### src/rtl/alu_pkg.sv
// Shared ALU definitions: opcode encodings, flag bit positions and helpers
// used by the result buffer and its storage.
package alu_pkg;

  localparam int DEFAULT_WIDTH = 8;

  localparam logic [3:0] SLL  = 4'd0;
  localparam logic [3:0] SUB  = 4'd1;
  localparam logic [3:0] AND  = 4'd2;
  localparam logic [3:0] SRA  = 4'd3;
  localparam logic [3:0] SEQ  = 4'd4;
  localparam logic [3:0] SRL  = 4'd5;
  localparam logic [3:0] XNOR = 4'd6;
  localparam logic [3:0] XOR  = 4'd7;
  localparam logic [3:0] MIN  = 4'd8;
  localparam logic [3:0] SLTU = 4'd9;

  localparam logic [3:0] OPCODE_MAX = SLTU;

  localparam int ZF  = 0;
  localparam int CF  = 1;
  localparam int OVF = 2;

  localparam int OPCODE_W = 4;
  localparam int FLAGS_W  = 3;

  // Anything above the last defined encoding is treated as an illegal opcode.
  function automatic logic isIllegalOpcode(input logic [3:0] opcode);
    return (opcode > OPCODE_MAX);
  endfunction

endpackage

### src/rtl/alu_result_fifo.sv
// Circular storage for buffered ALU entries. Pushes into a full buffer and
// pops from an empty one are ignored here so the caller cannot corrupt state.
module alu_result_fifo
  import alu_pkg::*;
#(
  parameter int DATA_W = DEFAULT_WIDTH + OPCODE_W + FLAGS_W,
  parameter int DEPTH  = 4
) (
  input  logic                     clk,
  input  logic                     rst,
  input  logic                     push,
  input  logic                     pop,
  input  logic [DATA_W-1:0]        wrData,
  output logic [DATA_W-1:0]        rdData,
  output logic [$clog2(DEPTH):0]   count,
  output logic                     full,
  output logic                     empty
);

  localparam int PTR_W = $clog2(DEPTH);
  localparam int CNT_W = PTR_W + 1;

  logic [DATA_W-1:0] mem [DEPTH];
  logic [PTR_W-1:0]  wrPtr;
  logic [PTR_W-1:0]  rdPtr;
  logic              doPush;
  logic              doPop;

  // Qualify requests against occupancy and derive the status flags.
  always_comb begin
    full   = (count == CNT_W'(DEPTH));
    empty  = (count == '0);
    doPush = push & ~full;
    doPop  = pop & ~empty;
    rdData = empty ? '0 : mem[rdPtr];
  end

  // Pointers and occupancy; reset discards contents by emptying the buffer.
  always_ff @(posedge clk or posedge rst) begin
    if (rst) begin
      wrPtr <= '0;
      rdPtr <= '0;
      count <= '0;
    end else begin
      if (doPush) begin
        wrPtr <= (wrPtr == PTR_W'(DEPTH - 1)) ? '0 : wrPtr + 1'b1;
      end
      if (doPop) begin
        rdPtr <= (rdPtr == PTR_W'(DEPTH - 1)) ? '0 : rdPtr + 1'b1;
      end
      case ({doPush, doPop})
        2'b10:   count <= count + 1'b1;
        2'b01:   count <= count - 1'b1;
        default: count <= count;
      endcase
    end
  end

  // Storage array is left out of reset; stale data is never visible when empty.
  always_ff @(posedge clk) begin
    if (doPush) begin
      mem[wrPtr] <= wrData;
    end
  end

endmodule

### src/rtl/alu_result_buffer.sv
// Buffers ALU results between the execute stage and its consumer, while
// tracking accumulated flags, sanity errors and a running accept count.
module alu_result_buffer
  import alu_pkg::*;
#(
  parameter int WIDTH = DEFAULT_WIDTH,
  parameter int DEPTH = 4
) (
  input  logic                     clk,
  input  logic                     rst,
  input  logic                     in_valid,
  output logic                     in_ready,
  input  logic [3:0]               in_opcode,
  input  logic [WIDTH-1:0]         in_result,
  input  logic                     in_carry,
  input  logic                     in_zero,
  input  logic                     in_overflow,
  output logic                     out_valid,
  input  logic                     out_ready,
  output logic [3:0]               out_opcode,
  output logic [WIDTH-1:0]         out_result,
  output logic [2:0]               out_flags,
  output logic [2:0]               sticky_flags,
  input  logic                     sticky_clear,
  output logic [1:0]               err_flags,
  output logic [$clog2(DEPTH):0]   level,
  output logic [7:0]               accept_count
);

  localparam int ENTRY_W = OPCODE_W + FLAGS_W + WIDTH;

  logic               full;
  logic               empty;
  logic               push;
  logic               pop;
  logic [2:0]         inFlags;
  logic [1:0]         newErr;
  logic [ENTRY_W-1:0] wrEntry;
  logic [ENTRY_W-1:0] rdEntry;

  // Handshakes depend only on occupancy; the entry is packed as opcode/flags/result.
  always_comb begin
    in_ready          = ~full;
    out_valid         = ~empty;
    push              = in_valid & in_ready;
    pop               = out_valid & out_ready;
    inFlags           = '0;
    inFlags[ZF]       = in_zero;
    inFlags[CF]       = in_carry;
    inFlags[OVF]      = in_overflow;
    newErr            = {isIllegalOpcode(in_opcode), (in_zero != (in_result == '0))};
    wrEntry           = {in_opcode, inFlags, in_result};
    {out_opcode, out_flags, out_result} = rdEntry;
  end

  alu_result_fifo #(
    .DATA_W (ENTRY_W),
    .DEPTH  (DEPTH)
  ) u_fifo (
    .clk    (clk),
    .rst    (rst),
    .push   (push),
    .pop    (pop),
    .wrData (wrEntry),
    .rdData (rdEntry),
    .count  (level),
    .full   (full),
    .empty  (empty)
  );

  // Sticky flags, errors and count; a push alongside a clear keeps only the new bits.
  always_ff @(posedge clk or posedge rst) begin
    if (rst) begin
      sticky_flags <= '0;
      err_flags    <= '0;
      accept_count <= '0;
    end else begin
      if (push) begin
        sticky_flags <= (sticky_clear ? 3'b000 : sticky_flags) | inFlags;
        err_flags    <= (sticky_clear ? 2'b00 : err_flags) | newErr;
        accept_count <= accept_count + 8'd1;
      end else if (sticky_clear) begin
        sticky_flags <= '0;
        err_flags    <= '0;
      end
    end
  end

endmodule

### config.mk
export PLATFORM = sky130hd
export DESIGN_NAME = alu_result_buffer
export DESIGN_NICKNAME = d
export VERILOG_FILES = /design/src/rtl/alu_pkg.sv /design/src/rtl/alu_result_fifo.sv /design/src/rtl/alu_result_buffer.sv
export SDC_FILE = /design/constraint.sdc
export NUM_CORES = 1
export LEC_CHECK = 0
export ABC_AREA = 1
export CORE_MARGIN = 4
export CORE_UTILIZATION = 57
export CTS_CLUSTER_DIAMETER = 120
export CTS_CLUSTER_SIZE = 8
export DETAILED_ROUTE_END_ITERATION = 12
export PLACE_DENSITY_LB_ADDON = 0.2
export SYNTH_ARGS = -nofsm -noshare
export SYNTH_HDL_FRONTEND = slang
export SYNTH_SLANG_ARGS = --single-unit
### constraint.sdc
create_clock -name clk -period 5.05 [get_ports clk]
set_input_delay 1.515 -clock clk [delete_from_list [all_inputs] [get_ports clk]]
set_output_delay 1.515 -clock clk [all_outputs]
set_load 0.1 [all_outputs]
==> impl_metrics.yaml, run 1 <==
global_routing:
  grt_start_max_net_pins: 34
  grt.overflow.total: 0
  total_routing_usage_reported_by_global_routing: 0.200
  grt_first_pass_wirelength_mm: 11.1
  number_of_antenna_violations_at_the_first_check_in_global_routing: 0
  number_of_global_route_vias_before_repair: 2353
synthesis:
  postSynthAreaPerCell_um2: 11.0
  ys_types: 25
  synth_cells: 309
  synth.ff_latch_count: 80
  synth_mux_area_frac: 0
  synth-simple-area-share: 0.147
  synth-compound-area-share: 0.0822
  mappedNetlistArea_um2: 3410
  synth_nets: 337
  ys_warn_count: 0
  synth_top_area_cell: "sky130_fd_sc_hd__edfxtp_1"
  synth_adder_area_share: 0.0316
  largest_family_of_logic_cells_by_synthesized_area: "simple AND/OR/NAND/NOR gates"
  synth_seq_area_share: 0.675
  yosys-top-cells-area: "sky130_fd_sc_hd__edfxtp_1 53%, sky130_fd_sc_hd__dfrtp_1 15%, sky130_fd_sc_hd__nor2_1 8.4%, sky130_fd_sc_hd__o21ai_0 5.0%, sky130_fd_sc_hd__nand2_1 4.2%"
  synth_top_cell_area_share: 0.529
  synthXorXnorAreaFrac: 0.0180
status:
  status: "complete, no violations"
timing:
  tightest_slew_ns: 0.975
  setup-tns-final_ns: 0
  fmax_mhz: 260
  worst_clock_skew_ns: 0.00417
  layout_min_cycle_time_ns: 3.84
  max-slew-margin-rel: 0.348
  final_hold_viol_count: 0
  finalCritPeriodShare: 0.761
  drv_slew: 0
  final-setup-viol-count: 0
  rsz0062_at_grt: "false"
cts:
  tritoncts: "yes"
  cts.root.buffer_cell: "sky130_fd_sc_hd__clkbuf_8"
  cts_buffers: 9
  clkSlewWorstSetupHoldPaths_ns: 0.07
  post_cts.repair.setup_buffers: 0
  hold_buffers: 0
  clk-insertion-delay-late_ns: 0.34
  cts-htree-levels: 3
  cts.sinks: 80
  cts-resized-gates: 0
  clock_path_buffers: 2
routing:
  drt_first_iter_violations: 164
  wirelength_mm: 6.87
  detail_route.vias_per_cell: 5.25
  dr.pass1.iters: 4
  antenna_violating_nets_post_route: 0
  detail_route.wl_per_cell_um: 15.5
  route.vias.total: 2332
  route.detailed.drc: 0
layout:
  commonest_cells_after_routing_fill_and_taps_aside: "76 x sky130_fd_sc_hd__nor2_1, 60 x sky130_fd_sc_hd__edfxtp_1, 38 x sky130_fd_sc_hd__nand2_1, 37 x sky130_fd_sc_hd__clkdlybuf4s50_1, 34 x sky130_fd_sc_hd__o21ai_0"
  drive_gt1_frac: 0.108
  finish.net_count: 395
  layout_commonest_cell: "sky130_fd_sc_hd__nor2_1"
  finish.utilization: 0.735
  area_growth_syn_to_layout_pct: 21.6
  diodes: 0
worst_setup_path:
  worst_setup_path_end_kind: "output port"
  startpoint_type: "register"
  crit_required_ns: 3.54
  crit_fanout: 33
  path_class: "register to output port"
  worst-endpoint-arrival_ns: 2.33
min_path:
  hold_path_class: "register to register"
floorplanning:
  num_io_pins: 53
  initial_utilization: 0.604
  core_region_area_um2: 5640
  dieArea_um2: 7280
  placement_rows: 27
  die_w_um: 85.3
  die_h_um: 85.3
placed_design:
  finalWeightedCongestion: 0.747
  dp_hpwl_mm: 4.48
  port-buffer-count: 52
run:
  timing.max_cap.violations: 0
[cell families (layout without fill, tap and decap cells)]
logic type                 after synthesis  after routing
AOI/OAI and AO/OA                       56             56
xor gates and xnor gates                 7              7
adders and majority gates                8              8
buffers and inverters                   35             98
DFF                                     80             80
and+or+nand+nor                        123            123
[path summary, 6_finish.rpt]
| check | cells after the start | slack (ns) | endpoint | startpoint |
|---|---|---|---|---|
| max in group asynchronous | 2 | 2.93 | u_fifo.wrPtr[0] | rst |
| worst max register to register | 9 | 2.97 | u_fifo.count[2] | u_fifo.count[2] |
| worst min register to register | 2 | 0.49 | sticky_flags[2] | sticky_flags[2] |
| worst min-delay path | 2 | 0.49 | sticky_flags[2] | sticky_flags[2] |
| min in group asynchronous | 2 | 1.63 | accept_count[2] | rst |
| worst max-delay path | 5 | 1.21 | out_result[4] | u_fifo.rdPtr[0] |
[cell type report]
cell class	count	area, µm²
Multi-Input combinational cell	194	950
Clock inverter	7	61.3
Clock buffer	9	124
Fill cell	381	1500
Tap cell	72	90.1
Timing Repair Buffer	58	528
Sequential cell	80	2300
Inverter	24	90.1
[synthesized netlist by cell type]
library cell               number
sky130_fd_sc_hd__nand4_1        1
sky130_fd_sc_hd__buf_4          1
sky130_fd_sc_hd__inv_1         21
sky130_fd_sc_hd__clkbuf_2       1
sky130_fd_sc_hd__nor2_2         1
sky130_fd_sc_hd__a21oi_1       16
sky130_fd_sc_hd__xnor2_1        2
sky130_fd_sc_hd__nand3_2        1
sky130_fd_sc_hd__nor3_4         1
sky130_fd_sc_hd__dfrtp_1       20
sky130_fd_sc_hd__nor2_1        76
sky130_fd_sc_hd__nand3b_1       1
sky130_fd_sc_hd__nand3_1        3
sky130_fd_sc_hd__o21ai_1        6
sky130_fd_sc_hd__clkbuf_1       3
sky130_fd_sc_hd__ha_1           7
sky130_fd_sc_hd__inv_2          3
sky130_fd_sc_hd__buf_6          2
sky130_fd_sc_hd__o21ai_0       34
sky130_fd_sc_hd__xor2_1         5
sky130_fd_sc_hd__nand2_4        1
sky130_fd_sc_hd__buf_2          4
sky130_fd_sc_hd__nand2_1       38
sky130_fd_sc_hd__fa_1           1
sky130_fd_sc_hd__edfxtp_1      60
[flip-flops by register name, summed over array words and instances (netlist names)]
signal,flops
u_fifo.wrPtr,2
err_flags,2
accept_count,8
u_fifo.count,3
u_fifo.mem,60
sticky_flags,3
u_fifo.rdPtr,2
[metal layers]
layer | share of wire | vias up | track usage
met3 | 0.048 | 10 | 0.0485
met1 | 0.45 | 1111 | 0.264
li1 | - | 1149 | -
met5 | 0 | - | 0
met2 | 0.49 | 62 | 0.316
met4 | 0.014 | 0 | 0.0878
[worst max-delay path, cell delays in order, from the launching register on]
cell and delay, ns:
sky130_fd_sc_hd__dfrtp_1 0.36, sky130_fd_sc_hd__buf_4 0.24, sky130_fd_sc_hd__inv_1 0.63, sky130_fd_sc_hd__o21ai_0 0.21, sky130_fd_sc_hd__a21oi_1 0.21, sky130_fd_sc_hd__buf_4 0.32
[per-stage QoR]
stage | hold slack [ns] | worst slack (ns) | cell area (µm²) | std cells
floorplan | 0.562 | 0.702 | 3410 | 309
global placement | 0.469 | 1.64 | 3960 | 428
detailed placement | 0.480 | 1.54 | 3960 | 428
CTS | 0.500 | 1.18 | 4150 | 444
global route | 0.542 | 0.978 | 4150 | 444
finish | 0.495 | 1.21 | 4150 | 444
Power of run 1 is left out: the tool's default activity adds up to more than one toggle a clock period on the data nets, which glitch-free logic cannot reach.
==> inputs of run 2 (changes only) <==
--- a/config.mk
+++ b/config.mk
@@ -7,7 +7,7 @@
 export LEC_CHECK = 0
 export ABC_AREA = 1
 export CORE_MARGIN = 4
-export CORE_UTILIZATION = 57
+export CORE_UTILIZATION = 53
 export CTS_CLUSTER_DIAMETER = 120
 export CTS_CLUSTER_SIZE = 8
 export DETAILED_ROUTE_END_ITERATION = 12
==> constraint.sdc (replaced) <==
create_clock -name clk -period 3.95 [get_ports clk]
set_input_delay 1.185 -clock clk [delete_from_list [all_inputs] [get_ports clk]]
set_output_delay 1.185 -clock clk [all_outputs]
set_load 0.1 [all_outputs]
==> run 2 against run 1 <==
Compared with the run above: design area grew 4.6%; global-route usage shrank 0.80 points; critical path depth is the same; sequential share of layout area shrank 2.4 points; clock skew is essentially flat; worst setup slack lost 0.43 ns; cell count grew 0.90%; sequential cell count is the same; non-clock buffer count grew 1; utilization shrank 2.4 points; die area grew 6.8%; critical path type unchanged; critical endpoint is now out_result[1]; largest cell class unchanged.
==> impl_metrics.yaml, run 2 (same netlist as run 1, synthesis figures left out) <==
status:
  status: "complete, no violations"
worst_setup_path:
  worst_setup_path_end_kind: "output port"
  critPathSlowestCell: "sky130_fd_sc_hd__inv_1"
  critPathMaxStageDelay_ns: 0.40
  startpoint_type: "register"
  crit_required_ns: 2.76
  critical_path.reg2reg.startpoint: "u_fifo.count[2]"
  crit_fanout: 19
  worst-endpoint-arrival_ns: 1.98
  setup.worst_path.start: "u_fifo.rdPtr[0]"
  path_cells: "inv_1, buf_4, o21ai_0, a21oi_1, buf_12"
  path_class: "register to output port"
timing:
  worst_clock_skew_ns: 0.00407
  setup-tns-final_ns: 0
  tightest_slew_ns: 0.966
  final_hold_viol_count: 0
  finalCritPeriodShare: 0.802
  fmax_mhz: 316
  drv_slew: 0
  max-slew-margin-rel: 0.354
  layout_min_cycle_time_ns: 3.17
  final-setup-viol-count: 0
  rsz0062_at_grt: "false"
floorplanning:
  placement_rows: 28
  initial_utilization: 0.559
  die_w_um: 88.2
  dieArea_um2: 7780
  num_io_pins: 53
  core_region_area_um2: 6100
  die_h_um: 88.2
cts:
  hold_buffers: 0
  clkSlewWorstSetupHoldPaths_ns: 0.08
  clk-insertion-delay-late_ns: 0.34
  tritoncts: "yes"
  clock_path_buffers: 2
  post_cts.repair.setup_buffers: 0
  cts-resized-gates: 0
  cts-htree-levels: 3
  cts.sinks: 80
  cts.root.buffer_cell: "sky130_fd_sc_hd__clkbuf_8"
  cts_buffers: 9
layout:
  seqCellArea_um2: 2300
  multi_input_area_um2: 950
  layout_commonest_cell: "sky130_fd_sc_hd__nor2_1"
  register_with_the_most_flip_flops: "u_fifo.mem"
  reg_top3: "u_fifo.mem: 60 flops, accept_count: 8 flops"
  final-instance-count-excl-fill: 448
  diodes: 0
  drive_gt1_frac: 0.153
  area_growth_syn_to_layout_pct: 27.2
  nFillCells: 440
  finish.net_count: 396
  finish.utilization: 0.711
  max_ffs_per_register: 60
  commonest_cells_after_routing_fill_and_taps_aside: "76 x sky130_fd_sc_hd__nor2_1, 60 x sky130_fd_sc_hd__edfxtp_1, 38 x sky130_fd_sc_hd__nand2_1, 34 x sky130_fd_sc_hd__o21ai_0, 23 x sky130_fd_sc_hd__clkdlybuf4s50_1"
global_routing:
  number_of_antenna_violations_at_the_first_check_in_global_routing: 0
  grt_start_max_net_pins: 33
  grt_first_pass_wirelength_mm: 11.1
  grt.overflow.total: 0
  total_routing_usage_reported_by_global_routing: 0.192
  number_of_global_route_vias_before_repair: 2298
placed_design:
  finalWeightedCongestion: 0.758
  port-buffer-count: 52
  dp_hpwl_mm: 4.20
  placed_cells: 432
routing:
  detail_route.wl_per_cell_um: 14.7
  route.detailed.drc: 0
  wirelength_mm: 6.60
  detail_route.vias_per_cell: 5.22
  route.vias.total: 2338
  antenna_violating_nets_post_route: 0
  dr.pass1.iters: 4
  drt_first_iter_violations: 197
min_path:
  hold_path_class: "register to register"
  worst_hold_startpoint: "err_flags[0]"
run:
  timing.max_cap.violations: 0
run 2: path summary, 6_finish.rpt:
check / end / slack [ns] / cells after the start
setup / recovery: out_result[1] / 0.78 / 5
hold / removal: err_flags[0] / 0.49 / 2
setup reg to reg: u_fifo.count[1] / 1.68 / 6
hold reg to reg: err_flags[0] / 0.49 / 2
max in group asynchronous: err_flags[1] / 2.20 / 2
min in group asynchronous: accept_count[0] / 1.27 / 2
run 2: layer usage:
| layer | vias to the layer above | track usage | share of wire |
|---|---|---|---|
| li1 | 1147 | - | - |
| met5 | - | 0 | 0 |
| met3 | 10 | 0.0423 | 0.054 |
| met4 | 0 | 0.0838 | 0.018 |
| met1 | 1113 | 0.273 | 0.45 |
| met2 | 68 | 0.286 | 0.48 |
run 2: through the flow:
step	hold slack, ns	cell area [µm²]	worst slack [ns]
global placement	0.467	4120	0.997
global route	0.527	4330	0.600
detailed placement	0.468	4120	0.943
finish	0.489	4330	0.783
floorplan	0.562	3410	-0.0685
CTS	0.496	4330	0.768
run 2: critical path: cells and delay by family, from the launching register on:
kind            cells  cell delay [ns]
buf+inv             3             0.89
compound gates      2             0.35
flops               1             0.39
run 2: area by class of cell:
class                           count  share of cell area
Tap cell                           75              0.0217
Multi-Input combinational cell    194               0.219
Sequential cell                    80               0.531
Timing Repair Buffer               59               0.159
Inverter                           24              0.0208
Clock buffer                       10              0.0294
Clock inverter                      6              0.0191
Power of run 2 is left out for the same reason.
==> inputs of run 3 (changes only) <==
==> constraint.sdc (replaced) <==
create_clock -name clk -period 2.95 [get_ports clk]
set_input_delay 0.885 -clock clk [delete_from_list [all_inputs] [get_ports clk]]
set_output_delay 0.885 -clock clk [all_outputs]
set_load 0.1 [all_outputs]
==> run 3 against run 2 <==
Compared with the run above: critical path depth unchanged; first-iteration DRC count decreased by 29%; global-route usage about the same; non-clock buffer count increased by 1; die area unchanged; largest cell class unchanged; highest routed layer unchanged.
==> impl_metrics.yaml, run 3 (same netlist as run 1, synthesis figures left out) <==
status:
  status: "complete, no violations"
routing:
  detail_route.wl_per_cell_um: 14.7
  route.detailed.drc: 0
  m1WireLength_mm: 3.01
  antenna_violating_nets_post_route: 0
  wirelength_mm: 6.58
  drt_first_iter_violations: 140
  met2_wirelength_mm: 3.14
  route.vias.total: 2310
  topRoutingLayerUsed: "met4"
  detail_route.vias_per_cell: 5.14
  routed-wl-met3_um: 385
  dr.pass1.iters: 4
worst_setup_path:
  path_cells: "inv_1, buf_4, o21ai_0, a21oi_4, buf_12"
  startpoint_type: "register"
  path_class: "register to output port"
  critPathSlowestCell: "sky130_fd_sc_hd__dfrtp_1"
  worst-endpoint-arrival_ns: 1.88
  critical_path_buf_inv_count: 3
  crit_required_ns: 2.07
  crit_fanout: 17
  critPathMaxStageDelay_ns: 0.38
  critical-path-top-delay-family: "buffers and inverters"
  worst_setup_path_end_kind: "output port"
timing:
  drv_slew: 0
  least_setup_slack_across_all_paths_after_layout_ns: 0.188
  max-slew-margin-rel: 0.479
  worst_clock_skew_ns: 0.0127
  rsz0062_at_grt: "false"
  tightest_slew_ns: 0.781
  final_hold_viol_count: 0
  final-setup-viol-count: 0
  fmax_mhz: 362
  finalCritPeriodShare: 0.936
  layout_min_cycle_time_ns: 2.76
cts:
  cts-htree-levels: 3
  clkSlewWorstSetupHoldPaths_ns: 0.07
  post_cts.repair.setup_buffers: 0
  tritoncts: "yes"
  clk-insertion-delay-late_ns: 0.33
  cts.sinks: 80
  cts_buffers: 9
  cts-resized-gates: 0
  clock_path_buffers: 2
  cts.root.buffer_cell: "sky130_fd_sc_hd__clkbuf_8"
  hold_buffers: 0
layout:
  register_with_the_most_flip_flops: "u_fifo.mem"
  finish.net_count: 397
  seqCellArea_um2: 2300
  max_ffs_per_register: 60
  multi_input_area_um2: 1050
  reg_top3: "u_fifo.mem: 60 flops, accept_count: 8 flops"
  diodes: 0
  layout_commonest_cell: "sky130_fd_sc_hd__nor2_1"
  nFillCells: 413
  commonest_cells_after_routing_fill_and_taps_aside: "76 x sky130_fd_sc_hd__nor2_1, 60 x sky130_fd_sc_hd__edfxtp_1, 38 x sky130_fd_sc_hd__nand2_1, 34 x sky130_fd_sc_hd__o21ai_0, 25 x sky130_fd_sc_hd__buf_4"
  area_growth_syn_to_layout_pct: 29.7
  drive_gt1_frac: 0.195
floorplanning:
  die_h_um: 88.2
  placement_rows: 28
  core_region_area_um2: 6100
  die_w_um: 88.2
  num_io_pins: 53
  dieArea_um2: 7780
  initial_utilization: 0.559
global_routing:
  grt_first_pass_wirelength_mm: 11.2
  grt.overflow.total: 0
  total_routing_usage_reported_by_global_routing: 0.192
  number_of_global_route_vias_before_repair: 2254
  number_of_antenna_violations_at_the_first_check_in_global_routing: 0
  grt_start_max_net_pins: 33
run:
  timing.max_cap.violations: 0
placed_design:
  finalWeightedCongestion: 0.783
  port-buffer-count: 52
  dp_hpwl_mm: 4.36
  place_worst_setup_slack_ns: 0.254
min_path:
  hold_path_class: "register to register"
[run 3: cell types whose count changed in the layout (fill, tap and decap cells not counted), moves of 2 or more]
| cell | before | now |
|---|---|---|
| sky130_fd_sc_hd__dfrtp_1 | 20 | 18 |
| sky130_fd_sc_hd__buf_4 | 21 | 25 |
| sky130_fd_sc_hd__a21oi_4 | 0 | 8 |
| sky130_fd_sc_hd__a21oi_1 | 16 | 7 |
| sky130_fd_sc_hd__dfrtp_2 | 0 | 2 |
| sky130_fd_sc_hd__bufinv_16 | 2 | 0 |
| sky130_fd_sc_hd__clkdlybuf4s50_1 | 23 | 19 |
[run 3: metal layers]
| metal | up-vias | global-route usage |
|---|---|---|
| met5 | - | 0 |
| met4 | 0 | 0.0687 |
| met3 | 2 | 0.0461 |
| met2 | 68 | 0.281 |
| met1 | 1092 | 0.282 |
| li1 | 1148 | - |
[run 3: final timing paths]
| check | start | end | slack, ns | cells after the start |
|---|---|---|---|---|
| max | u_fifo.rdPtr[0] | out_result[2] | 0.19 | 5 |
| min | sticky_flags[2] | sticky_flags[2] | 0.50 | 2 |
| max reg2reg | u_fifo.count[2] | u_fifo.count[1] | 0.85 | 7 |
| min reg2reg | sticky_flags[2] | sticky_flags[2] | 0.50 | 2 |
| max in group asynchronous | rst | u_fifo.rdPtr[1] | 1.43 | 2 |
| min in group asynchronous | rst | accept_count[2] | 0.99 | 2 |
[run 3: layout make-up]
type                    count  share of cell area
well taps                  75              0.0212
flip-flops and latches     80               0.521
clock buffers              12              0.0354
repair buffers             60               0.158
multi-input cells         194               0.238
inverters                  24              0.0204
clock inverters             4             0.00623
[run 3: worst min-delay path, delay by kind of cell, from the launching register on]
kind,cells,cell delay (ns)
flops,1,0.35
simple gates,2,0.12
[run 3: through the flow]
| step | utilization | setup TNS [ns] | cell area, µm² | std cells | hold WS (ns) |
|---|---|---|---|---|---|
| 3_5_place_dp | 0.695 | 0 | 4240 | 433 | 0.479 |
| 3_3_place_gp | 0.695 | 0 | 4240 | 433 | 0.468 |
| 4_1_cts | 0.725 | 0 | 4420 | 449 | 0.502 |
| 2_1_floorplan | - | -3.50 | 3510 | 309 | 0.562 |
| 6_report | 0.725 | 0 | 4420 | 449 | 0.496 |
| 5_1_grt | 0.725 | 0 | 4420 | 449 | 0.539 |
Power of run 3 is left out for the same reason.
